## config.mk

```make
export PLATFORM = sky130hd
export DESIGN_NAME = pipelined_control_unit
export DESIGN_NICKNAME = d
export VERILOG_FILES = /design/src/rtl/pipelined_control_unit.sv
export SDC_FILE = /design/constraint.sdc
export NUM_CORES = 1
export LEC_CHECK = 0
export CORE_UTILIZATION = 30
export CTS_CLUSTER_SIZE = 14
export DETAILED_ROUTE_END_ITERATION = 12
export PLACE_DENSITY = 0.61
export SYNTH_ARGS = -nofsm -noshare
export SYNTH_HDL_FRONTEND = slang
export SYNTH_SLANG_ARGS = --single-unit
```

## constraint.sdc

```tcl
create_clock -name clk -period 4.09 [get_ports clk]
set_input_delay 1.0225 -clock clk [delete_from_list [all_inputs] [get_ports clk]]
set_output_delay 1.0225 -clock clk [all_outputs]
set_load 0.1 [all_outputs]
```

## src/rtl/pipelined_control_unit.sv

```systemverilog
// RV32I main decoder registered into the ID/EX boundary with a valid/ready handshake.
// Holds one instruction, inserts a single bubble on load-use hazards and counts those bubbles.
module pipelined_control_unit #(
    parameter bit ENABLE_M      = 1'b0,
    parameter bit ENABLE_SYSTEM = 1'b1,
    parameter int CNT_W         = 16
) (
    input  logic             clk,
    input  logic             rst_n,
    input  logic             flush,
    input  logic             in_valid,
    output logic             in_ready,
    input  logic [31:0]      in_instr,
    output logic             out_valid,
    input  logic             out_ready,
    output logic [16:0]      out_ctrl,
    output logic [4:0]       out_rd,
    output logic [4:0]       out_rs1,
    output logic [4:0]       out_rs2,
    output logic [2:0]       out_funct3,
    output logic [CNT_W-1:0] stall_count
);

    localparam logic [6:0]  OP_R      = 7'b0110011;
    localparam logic [6:0]  OP_I      = 7'b0010011;
    localparam logic [6:0]  OP_LOAD   = 7'b0000011;
    localparam logic [6:0]  OP_JALR   = 7'b1100111;
    localparam logic [6:0]  OP_FENCE  = 7'b0001111;
    localparam logic [6:0]  OP_STORE  = 7'b0100011;
    localparam logic [6:0]  OP_LUI    = 7'b0110111;
    localparam logic [6:0]  OP_AUIPC  = 7'b0010111;
    localparam logic [6:0]  OP_JAL    = 7'b1101111;
    localparam logic [6:0]  OP_BRANCH = 7'b1100011;
    localparam logic [6:0]  OP_SYSTEM = 7'b1110011;
    localparam logic [16:0] CTRL_ILLEGAL = 17'h10000;
    localparam logic [CNT_W-1:0] CNT_ONE = {{(CNT_W-1){1'b0}}, 1'b1};
    localparam logic [CNT_W-1:0] CNT_MAX = {CNT_W{1'b1}};

    // Bit layout: [16]Illegal [15]Trap [14]MulDiv [13]ZeroOp [12]Jump [11]Branch [10]MemWrite
    // [9]MemRead [8]RegWrite [7]ALUSrc [6:5]RegSrc [4:3]ALUOp [2:0]ValidReg{rs2,rs1,rd}
    function automatic logic [16:0] decode_ctrl(input logic [31:0] instr);
        logic [16:0] c;
        c = 17'h00100;
        case (instr[6:0])
            OP_R: begin
                c[2:0] = 3'b111;
                if (instr[31:25] == 7'b0000001) begin
                    if (ENABLE_M) c[14] = 1'b1;
                    else          c = CTRL_ILLEGAL;
                end else begin
                    c[14] = 1'b0;
                end
            end
            OP_I:      begin c[7] = 1'b1; c[2:0] = 3'b011; end
            OP_LOAD:   begin c[4:3] = 2'd1; c[7] = 1'b1; c[9] = 1'b1; c[6:5] = 2'd1; c[2:0] = 3'b011; end
            OP_JALR:   begin c[6:5] = 2'd3; c[7] = 1'b1; c[12] = 1'b1; c[2:0] = 3'b011; end
            OP_FENCE:  begin c[8] = 1'b0; c[2:0] = 3'b011; end
            OP_STORE:  begin c[4:3] = 2'd1; c[7] = 1'b1; c[8] = 1'b0; c[10] = 1'b1; c[2:0] = 3'b110; end
            OP_LUI:    begin c[4:3] = 2'd1; c[7] = 1'b1; c[13] = 1'b1; c[2:0] = 3'b001; end
            OP_AUIPC:  begin c[6:5] = 2'd2; c[2:0] = 3'b001; end
            OP_JAL:    begin c[6:5] = 2'd3; c[12] = 1'b1; c[2:0] = 3'b001; end
            OP_BRANCH: begin c[4:3] = 2'd2; c[8] = 1'b0; c[11] = 1'b1; c[2:0] = 3'b110; end
            OP_SYSTEM: begin
                if (ENABLE_SYSTEM) begin c[8] = 1'b0; c[15] = 1'b1; c[2:0] = 3'b000; end
                else               c = CTRL_ILLEGAL;
            end
            default:   c = CTRL_ILLEGAL;
        endcase
        return c;
    endfunction

    logic [16:0]      dec_ctrl_s;
    logic             hazard_s;
    logic             in_ready_s;
    logic             out_valid_r;
    logic [16:0]      ctrl_r;
    logic [4:0]       rd_r;
    logic [4:0]       rs1_r;
    logic [4:0]       rs2_r;
    logic [2:0]       funct3_r;
    logic [CNT_W-1:0] stall_cnt_r;

    // Decode, load-use hazard against the held load, and input acceptance.
    always_comb begin
        dec_ctrl_s = decode_ctrl(in_instr);
        hazard_s   = out_valid_r & ctrl_r[9] & (rd_r != 5'd0) & in_valid &
                     ((dec_ctrl_s[1] & (in_instr[19:15] == rd_r)) |
                      (dec_ctrl_s[2] & (in_instr[24:20] == rd_r)));
        in_ready_s = (~out_valid_r | out_ready) & ~hazard_s & ~flush;
    end

    // ID/EX register: flush beats load beats drain; fields hold while the slot is empty.
    always_ff @(posedge clk or negedge rst_n) begin
        if (!rst_n) begin
            out_valid_r <= 1'b0;
            ctrl_r      <= 17'h00000;
            rd_r        <= 5'd0;
            rs1_r       <= 5'd0;
            rs2_r       <= 5'd0;
            funct3_r    <= 3'd0;
        end else if (flush) begin
            out_valid_r <= 1'b0;
        end else if (in_valid && in_ready_s) begin
            out_valid_r <= 1'b1;
            ctrl_r      <= dec_ctrl_s;
            rd_r        <= in_instr[11:7];
            rs1_r       <= in_instr[19:15];
            rs2_r       <= in_instr[24:20];
            funct3_r    <= in_instr[14:12];
        end else if (out_valid_r && out_ready) begin
            out_valid_r <= 1'b0;
        end else begin
            out_valid_r <= out_valid_r;
        end
    end

    // Saturating bubble counter: only bubbles that actually enter EX are counted.
    always_ff @(posedge clk or negedge rst_n) begin
        if (!rst_n) begin
            stall_cnt_r <= {CNT_W{1'b0}};
        end else if (hazard_s && out_ready && !flush && (stall_cnt_r != CNT_MAX)) begin
            stall_cnt_r <= stall_cnt_r + CNT_ONE;
        end else begin
            stall_cnt_r <= stall_cnt_r;
        end
    end

    assign in_ready    = in_ready_s;
    assign out_valid   = out_valid_r;
    assign out_ctrl    = ctrl_r;
    assign out_rd      = rd_r;
    assign out_rs1     = rs1_r;
    assign out_rs2     = rs2_r;
    assign out_funct3  = funct3_r;
    assign stall_count = stall_cnt_r;

endmodule

```

==> results of run 1 <==
==> Yosys cell counts, types with 2 or more instances <==
cell type	number	area [µm²]
sky130_fd_sc_hd__o21ai_0	2	10.0
sky130_fd_sc_hd__a21oi_1	7	35.0
sky130_fd_sc_hd__nand2_1	10	37.5
sky130_fd_sc_hd__nor2_1	18	67.6
sky130_fd_sc_hd__dfrtp_1	50	1250
sky130_fd_sc_hd__buf_6	3	33.8
sky130_fd_sc_hd__nor4_1	4	25.0
sky130_fd_sc_hd__nand4_1	7	43.8
sky130_fd_sc_hd__clkbuf_1	2	7.51
sky130_fd_sc_hd__buf_4	2	15.0
sky130_fd_sc_hd__xnor2_1	20	175
sky130_fd_sc_hd__and3_1	3	18.8
sky130_fd_sc_hd__nand3_1	11	55.1
sky130_fd_sc_hd__inv_1	4	15.0
sky130_fd_sc_hd__nor3_1	9	45.0
sky130_fd_sc_hd__mux2_2	33	372
sky130_fd_sc_hd__xor2_1	5	43.8
sky130_fd_sc_hd__and4_1	2	17.5
sky130_fd_sc_hd__o31ai_1	2	15.0
sky130_fd_sc_hd__buf_2	3	15.0
sky130_fd_sc_hd__nand2b_1	2	12.5
sky130_fd_sc_hd__o211ai_1	3	22.5
==> where the power goes <==
part,switching [W],leakage [nW],internal (W)
registers,0.0000297,0.652,0.000531
clock network,0.000158,0.0573,0.000196
logic,0.000367,0.802,0.000153
total,0.000554,1.51,0.000879
==> logic make-up after synthesis <==
kind of cell | after synthesis | share of synthesized area
adder cells (fa/ha/maj) | 1 | 0.00497
flip-flops | 50 | 0.497
other | 1 | 0.00149
multiplexers | 34 | 0.152
AO/OA/AOI/OAI | 23 | 0.0641
XOR/XNOR | 25 | 0.0870
AND/OR/NAND/NOR | 74 | 0.159
buffers and inverters | 14 | 0.0343
==> worst max-delay path: cells and delay by family <==
family,cells,cell delay [ns]
AO/OA/AOI/OAI,2,0.56
AND/OR/NAND/NOR,3,0.67
buffers and inverters,2,0.64
==> sequential cells by signal (all words and copies together), names as in the netlist <==
name,count
out_rs2,5
out_rd,5
out_funct3,3
out_rs1,5
out_ctrl,15
out_valid,1
stall_count,16
==> layer usage <==
layer  up-vias  routed length (µm)
met2        50                2700
met5         -                   0
met3         5                 319
li1        987                   -
met1       982                2790
met4         0                  48
==> area by class of cell <==
class                      instances  area, µm²  area share
clock buffer                       6       82.6      0.0222
clock inverter                     1       30.0     0.00809
inverter                           4       15.0     0.00404
sequential                        50       1250       0.337
tap                              105        131      0.0354
multi-input combinational        158       1210       0.325
timing repair buffer             101        996       0.268
==> worst paths after layout <==
path	slack, ns	to	start	cells after the start
worst max-delay path	0.18	in_ready	in_instr[2]	7
min in group asynchronous	0.73	out_funct3[1]$_DFFE_PN0P_	rst_n	1
worst min-delay path	0.51	stall_count[10]$_DFFE_PN0P_	stall_count[10]$_DFFE_PN0P_	1
worst min register to register	0.51	stall_count[10]$_DFFE_PN0P_	stall_count[10]$_DFFE_PN0P_	1
worst max register to register	1.46	out_funct3[0]$_DFFE_PN0P_	out_rd[2]$_DFFE_PN0P_	7
max in group asynchronous	2.61	stall_count[12]$_DFFE_PN0P_	rst_n	2
==> timing repair <==
item                                   CTS  global route
endpoints found under the hold margin    0             0
resized for setup                        0             2
setup endpoints to repair                0             1
==> per-stage QoR <==
stage	cell area, µm²	util
after floorplan	2530	-
after detailed placement	3580	0.438
after global routing	3710	0.454
after CTS	3700	0.452
final	3710	0.454
after global placement	3580	0.438
==> insert_results.sql, run 1 <==
INSERT INTO impl_metrics (metric_group, metric, value, unit) VALUES
('power', 'finalPower', '0.00143', 'W'),
('critical_path', 'critical_path.startpoint_type', 'primary input', ''),
('outcome', 'status', 'complete, no violations', ''),
('cts', 'cts.reportedPaths.clkPinSlew', '0.09', 'ns'),
('grt', 'grt_start_max_net_pins', '31', ''),
('floorplan', 'boundaryPins', '90', ''),
('logic_synthesis', 'ys.warnings.count', '0', ''),
('critical_path', 'type_of_element_capturing_the_critical_path', 'output port', ''),
('flow_run', 'drv_cap', '0', ''),
('grt', 'gr-usage-met1', '0.190', ''),
('placed_design', 'place_ws', '0.0795', 'ns'),
('cells_and_area', 'drive_above_1_share', '0.188', ''),
('critical_path', 'worstPathArrival', '2.89', 'ns'),
('cts', 'ctsLongestPathBuffers', '2', ''),
('sta', 'final_hold_viol_count', '0', ''),
('cts', 'cts-hold-fix-buffers', '0', ''),
('sta', 'final-setup-viol-count', '0', ''),
('placed_design', 'gp_weighted_congestion', '0.832', ''),
('critical_path', 'largest_stage_delay_worst_path', '0.46', 'ns'),
('critical_path', 'critical_path.max_fanout', '4', ''),
('power', 'leakage', '1.51', 'nW'),
('drt', 'drc_errors', '0', ''),
('grt', 'grt_first_pass_wirelength', '9.47', 'mm'),
('grt', 'met2_layer_usage_reported_by_global_route', '0.224', ''),
('logic_synthesis', 'number_of_nets_produced_by_synthesis', '260', ''),
('cts', 'cts_root_buffer', 'sky130_fd_sc_hd__clkbuf_8', ''),
('drt', 'detailedRoute.firstIterationViolations', '40', ''),
('cts', 'cts.sinks', '50', ''),
('logic_synthesis', 'synth_seq_cells', '50', ''),
('power', 'peakVddDrop', '0.180', 'mV'),
('cells_and_area', 'instances_no_fill', '425', ''),
('floorplan', 'core_area', '8180', 'µm²'),
('critical_path', 'criticalPathCategory', 'primary input to output port', ''),
('logic_synthesis', 'synth_cells', '222', ''),
('floorplan', 'die-area', '8760', 'µm²'),
('sta', 'fin_setup_tns', '0', 'ns'),
('drt', 'route.detailed.vias_per_inst', '4.76', ''),
('grt', 'antenna_found_initial', '0', ''),
('placed_design', 'numPlacedInstances', '418', ''),
('floorplan', 'initial_core_utilization', '0.308', ''),
('drt', 'detailroute.via_count', '2024', ''),
('logic_synthesis', 'synth.yosys.seq_area_share', '0.497', ''),
('drt', 'avgRoutedWirePerCell', '13.8', 'µm'),
('worst_hold_path', 'hold_crit_class', 'flip-flop to flip-flop', ''),
('sta', 'fin_crit', '3.91', 'ns'),
('cts', 'clock_tree.htree_level_count', '2', ''),
('sta', 'finalWorstSetupSlack', '0.177', 'ns'),
('grt', 'grt_use_met3', '0.0333', ''),
('sta', 'min_period_over_period', '0.957', ''),
('power', 'power.density', '386', 'nW/µm²'),
('sta', 'drv_slew', '0', ''),
('drt', 'postRouteAntennaNets', '0', ''),
('logic_synthesis', 'synth_flop_cell', 'sky130_fd_sc_hd__dfrtp_1', ''),
('logic_synthesis', 'syn-cell-area', '2520', 'µm²'),
('floorplan', 'rows', '33', ''),
('floorplan', 'floorplan.die.height', '93.6', 'µm'),
('cts', 'tritoncts', 'yes', ''),
('logic_synthesis', 'ys_types', '42', ''),
('grt', 'gr-max-usage-layer', 'met2', ''),
('floorplan', 'dieWidth', '93.6', 'µm'),
('drt', 'totalWireLength', '5.85', 'mm'),
('critical_path', 'worst_ep_required_time', '3.07', 'ns'),
('placed_design', 'quantity_of_i_o_buffers_inserted_on_ports', '88', ''),
('sta', 'fmax', '0.256', 'GHz'),
('placed_design', 'dp_hpwl', '4.50', 'mm'),
('cts', 'numCtsBuffers', '5', ''),
('cells_and_area', 'design.final.nets', '358', ''),
('sta', 'rsz0062_at_grt', 'false', ''),
('cts', 'cts_setup_buffers', '0', ''),
('sta', 'fin_worst_hold_slack', '0.506', 'ns'),
('cells_and_area', 'final_common_cell', 'sky130_fd_sc_hd__clkdlybuf4s50_1', '');
Power figures use the tool's default switching activity.
==> inputs of run 2 (changes only) <==
ABC_AREA = 1   (was not set)
PLACE_DENSITY = 0.59   (was 0.61)
clock period = 4.8 ns   (was 4.09 ns; I/O delays follow)
==> run 2 against run 1 <==
Combinational power down 21%. Final cell count up 39%. Cell area up 8.1%. Clock power down 17%. Critical path depth up 5. Highest routed layer unchanged. Synthesized cell count up 68%. Global-route usage up 0.82 points.
==> insert_results.sql, run 2 <==
INSERT INTO impl_metrics (metric_group, metric, value, unit) VALUES
('sta', 'fmax', '0.231', 'GHz'),
('cts', 'cts.reportedPaths.clkPinSlew', '0.09', 'ns'),
('cells_and_area', 'final_common_cell', 'sky130_fd_sc_hd__nand2_1', ''),
('grt', 'grt_first_pass_wirelength', '11.9', 'mm'),
('sta', 'worst_slew_pin_slew', '1.01', 'ns'),
('cells_and_area', 'antenna_diode_count', '0', ''),
('critical_path', 'critical_path.top_delay_family', 'buffers and inverters', ''),
('placed_design', 'quantity_of_i_o_buffers_inserted_on_ports', '88', ''),
('logic_synthesis', 'syn-cell-area', '2940', 'µm²'),
('sta', 'rsz0062_at_grt', 'false', ''),
('placed_design', 'dp_hpwl', '5.46', 'mm'),
('logic_synthesis', 'number_of_nets_produced_by_synthesis', '412', ''),
('logic_synthesis', 'async_reset_ff_frac', '1.00', ''),
('drt', 'drc_errors', '0', ''),
('power', 'peakVddDrop', '0.133', 'mV'),
('sta', 'drv_slew', '0', ''),
('flow_run', 'drv_cap', '0', ''),
('logic_synthesis', 'ys_types', '26', ''),
('floorplan', 'initial_core_utilization', '0.313', ''),
('cells_and_area', 'largest_reg_flops', '16', ''),
('cts', 'tritoncts', 'yes', ''),
('logic_synthesis', 'synth.top_cells.by_area', 'sky130_fd_sc_hd__dfrtp_1, sky130_fd_sc_hd__nand2_1, sky130_fd_sc_hd__inv_1', ''),
('cts', 'cts_root_buffer', 'sky130_fd_sc_hd__clkbuf_8', ''),
('sta', 'fin_crit', '4.32', 'ns'),
('drt', 'route.detailed.vias_per_inst', '4.42', ''),
('drt', 'detailroute.via_count', '2619', ''),
('floorplan', 'rows', '35', ''),
('floorplan', 'dieWidth', '101', 'µm'),
('logic_synthesis', 'ys.warnings.count', '0', ''),
('power', 'finalPower', '0.00117', 'W'),
('drt', 'totalWireLength', '7.12', 'mm'),
('worst_hold_path', 'hold_crit_class', 'flip-flop to flip-flop', ''),
('grt', 'grt_use_met3', '0.0277', ''),
('logic_synthesis', 'synth_seq_cells', '50', ''),
('critical_path', 'critical_path.startpoint_type', 'primary input', ''),
('sta', 'finClkSkew', '0.0154', 'ns'),
('floorplan', 'floorplan.die.height', '101', 'µm'),
('critical_path', 'worstPathArrival', '3.12', 'ns'),
('logic_synthesis', 'synth_most_common_cell', 'sky130_fd_sc_hd__nand2_1', ''),
('sta', 'fin_worst_hold_slack', '0.487', 'ns'),
('logic_synthesis', 'synth_flop_cell', 'sky130_fd_sc_hd__dfrtp_1', ''),
('logic_synthesis', 'synth.yosys.seq_area_share', '0.426', ''),
('sta', 'final-setup-viol-count', '0', ''),
('floorplan', 'die-area', '10200', 'µm²'),
('logic_synthesis', 'synth_xor_area_frac', '0.0298', ''),
('sta', 'final_hold_viol_count', '0', ''),
('cts', 'numCtsBuffers', '5', ''),
('logic_synthesis', 'netlist.area_leader.share', '0.426', ''),
('cells_and_area', 'fillerInstances', '977', ''),
('grt', 'antenna_found_initial', '0', ''),
('grt', 'global_route.usage.total', '0.147', ''),
('grt', 'grt_start_max_net_pins', '65', ''),
('cts', 'ctsLongestPathBuffers', '2', ''),
('floorplan', 'core_area', '9370', 'µm²'),
('critical_path', 'critical_path.max_fanout', '6', ''),
('cts', 'clock_tree.htree_level_count', '2', ''),
('critical_path', 'criticalPathCategory', 'primary input to output port', ''),
('logic_synthesis', 'post_synth_and_or_nand_nor_area_fraction', '0.289', ''),
('logic_synthesis', 'synth_enable_flop_cells', '0', ''),
('power', 'leakage', '2.00', 'nW'),
('grt', 'gr-usage-met1', '0.190', ''),
('critical_path', 'worst_ep_required_time', '3.60', 'ns'),
('grt', 'grt_pass1_vias', '2552', ''),
('grt', 'gr-max-usage-layer', 'met2', ''),
('cts', 'post_cts_resize_count', '0', ''),
('drt', 'postRouteAntennaNets', '0', ''),
('logic_synthesis', 'synthMuxAreaShare', '0', ''),
('cells_and_area', 'area_delta_synth_final', '36.7', '%'),
('sta', 'fin_setup_tns', '0', 'ns'),
('logic_synthesis', 'synth_fa_ha_area_frac', '0.00426', ''),
('cells_and_area', 'drive_above_1_share', '0.114', ''),
('placed_design', 'gp_weighted_congestion', '0.848', ''),
('cells_and_area', 'most-common-layout-cells', 'sky130_fd_sc_hd__nand2_1, sky130_fd_sc_hd__clkdlybuf4s50_1, sky130_fd_sc_hd__inv_1, sky130_fd_sc_hd__dfrtp_1, sky130_fd_sc_hd__o21ai_2', ''),
('drt', 'avgRoutedWirePerCell', '12.0', 'µm'),
('drt', 'detailedRoute.firstIterationViolations', '77', ''),
('logic_synthesis', 'post_synth_most_frequent_cells', 'sky130_fd_sc_hd__nand2_1, sky130_fd_sc_hd__inv_1, sky130_fd_sc_hd__dfrtp_1, sky130_fd_sc_hd__o21ai_2, sky130_fd_sc_hd__nand3_1', ''),
('outcome', 'status', 'complete, no violations', ''),
('cts', 'cts-hold-fix-buffers', '0', ''),
('logic_synthesis', 'postSynthAreaPerCell', '7.85', 'µm²'),
('grt', 'grt.overflow.total', '0', ''),
('critical_path', 'slowest_stage', 'sky130_fd_sc_hd__clkdlybuf4s50_1', ''),
('floorplan', 'boundaryPins', '90', ''),
('logic_synthesis', 'synth_cells', '374', ''),
('cts', 'cts.sinks', '50', ''),
('critical_path', 'cp.buffers_inverters', '4', ''),
('logic_synthesis', 'synth_top_area_cell', 'sky130_fd_sc_hd__dfrtp_1', ''),
('power', 'power.density', '293', 'nW/µm²'),
('critical_path', 'type_of_element_capturing_the_critical_path', 'output port', ''),
('drt', 'drt-pass1-iter-count', '4', ''),
('cts', 'cts_setup_buffers', '0', ''),
('critical_path', 'largest_stage_delay_worst_path', '0.58', 'ns'),
('logic_synthesis', 'synth-compound-area-share', '0.131', ''),
('grt', 'met2_layer_usage_reported_by_global_route', '0.258', ''),
('critical_path', 'crit_path_cell_trace', 'clkdlybuf4s50_1 -> inv_2 -> nand3_1 -> nor2_1 -> a21oi_2 -> nand2_1 -> nand2_2 -> nand2_4 -> nand2_4 -> inv_1 -> nor2_1 -> buf_12', ''),
('logic_synthesis', 'combinational_family_with_the_most_area_after_synthesis', 'simple AND/OR/NAND/NOR gates', ''),
('sta', 'relSlewSlack', '0.324', ''),
('sta', 'min_period_over_period', '0.900', ''),
('cts', 'clock_latency', '0.30', 'ns'),
('cells_and_area', 'design.final.nets', '500', '');
## run 2: routing by layer
layer  share of wire  routed length (µm)
met3           0.053                 377
met4          0.0073                  52
met5               0                   0
met2            0.47                3360
met1            0.47                3320
## run 2: metrics by stage
stage | std cells | utilization | instance area [µm²] | worst slack [ns]
floorplan | 374 | - | 2940 | 0.280
global placement | 584 | 0.417 | 3910 | 0.538
detailed placement | 584 | 0.417 | 3910 | 0.477
CTS | 592 | 0.428 | 4010 | 0.462
global route | 592 | 0.428 | 4010 | 0.323
finish | 592 | 0.428 | 4010 | 0.478
## run 2: cell families after synthesis
logic type | Yosys count
other | 1
adder cells (fa/ha/maj) | 1
flip-flops | 50
XOR/XNOR | 10
AO/OA/AOI/OAI | 48
buffers and inverters | 78
AND/OR/NAND/NOR | 186
## run 2: path summary, 6_finish.rpt
| kind | start | end | slack [ns] | depth (start not counted) |
|---|---|---|---|---|
| min reg2reg | out_rs1[0]$_DFFE_PN0P_ | out_rs1[0]$_DFFE_PN0P_ | 0.49 | 2 |
| max reg2reg | out_rd[1]$_DFFE_PN0P_ | out_rs2[2]$_DFFE_PN0P_ | 2.54 | 9 |
| min in group asynchronous | rst_n | out_rs2[1]$_DFFE_PN0P_ | 1.01 | 2 |
| max | in_instr[6] | in_ready | 0.48 | 12 |
| max in group asynchronous | rst_n | stall_count[12]$_DFFE_PN0P_ | 3.35 | 2 |
| min | out_rs1[0]$_DFFE_PN0P_ | out_rs1[0]$_DFFE_PN0P_ | 0.49 | 2 |
## run 2: area by class of cell
type / instances / area (µm²) / share of cell area
clock buffers: 7 / 76.3 / 0.0190
multi-input cells: 246 / 1340 / 0.334
well taps: 129 / 161 / 0.0402
inverters: 70 / 263 / 0.0655
clock inverters: 1 / 30.0 / 0.00748
repair buffers: 89 / 893 / 0.223
flip-flops and latches: 50 / 1250 / 0.312
## run 2: report_power, final
group	internal [W]	total (W)	switching, W
clock	0.000156	0.000293	0.000137
combinational	0.000109	0.000411	0.000302
sequential	0.000449	0.000470	0.0000214
total	0.000714	0.00117	0.000461
## run 2: worst register-to-register path, stage by stage (launching register included)
cell and delay, ns:
sky130_fd_sc_hd__dfrtp_1 0.45, sky130_fd_sc_hd__xnor2_1 0.18, sky130_fd_sc_hd__nand2_1 0.09, sky130_fd_sc_hd__nor3_1 0.26
sky130_fd_sc_hd__nand2_1 0.14, sky130_fd_sc_hd__nand2_4 0.13, sky130_fd_sc_hd__nand2_4 0.08, sky130_fd_sc_hd__nand3_4 0.56
sky130_fd_sc_hd__nand2_1 0.21, sky130_fd_sc_hd__o21ai_2 0.09
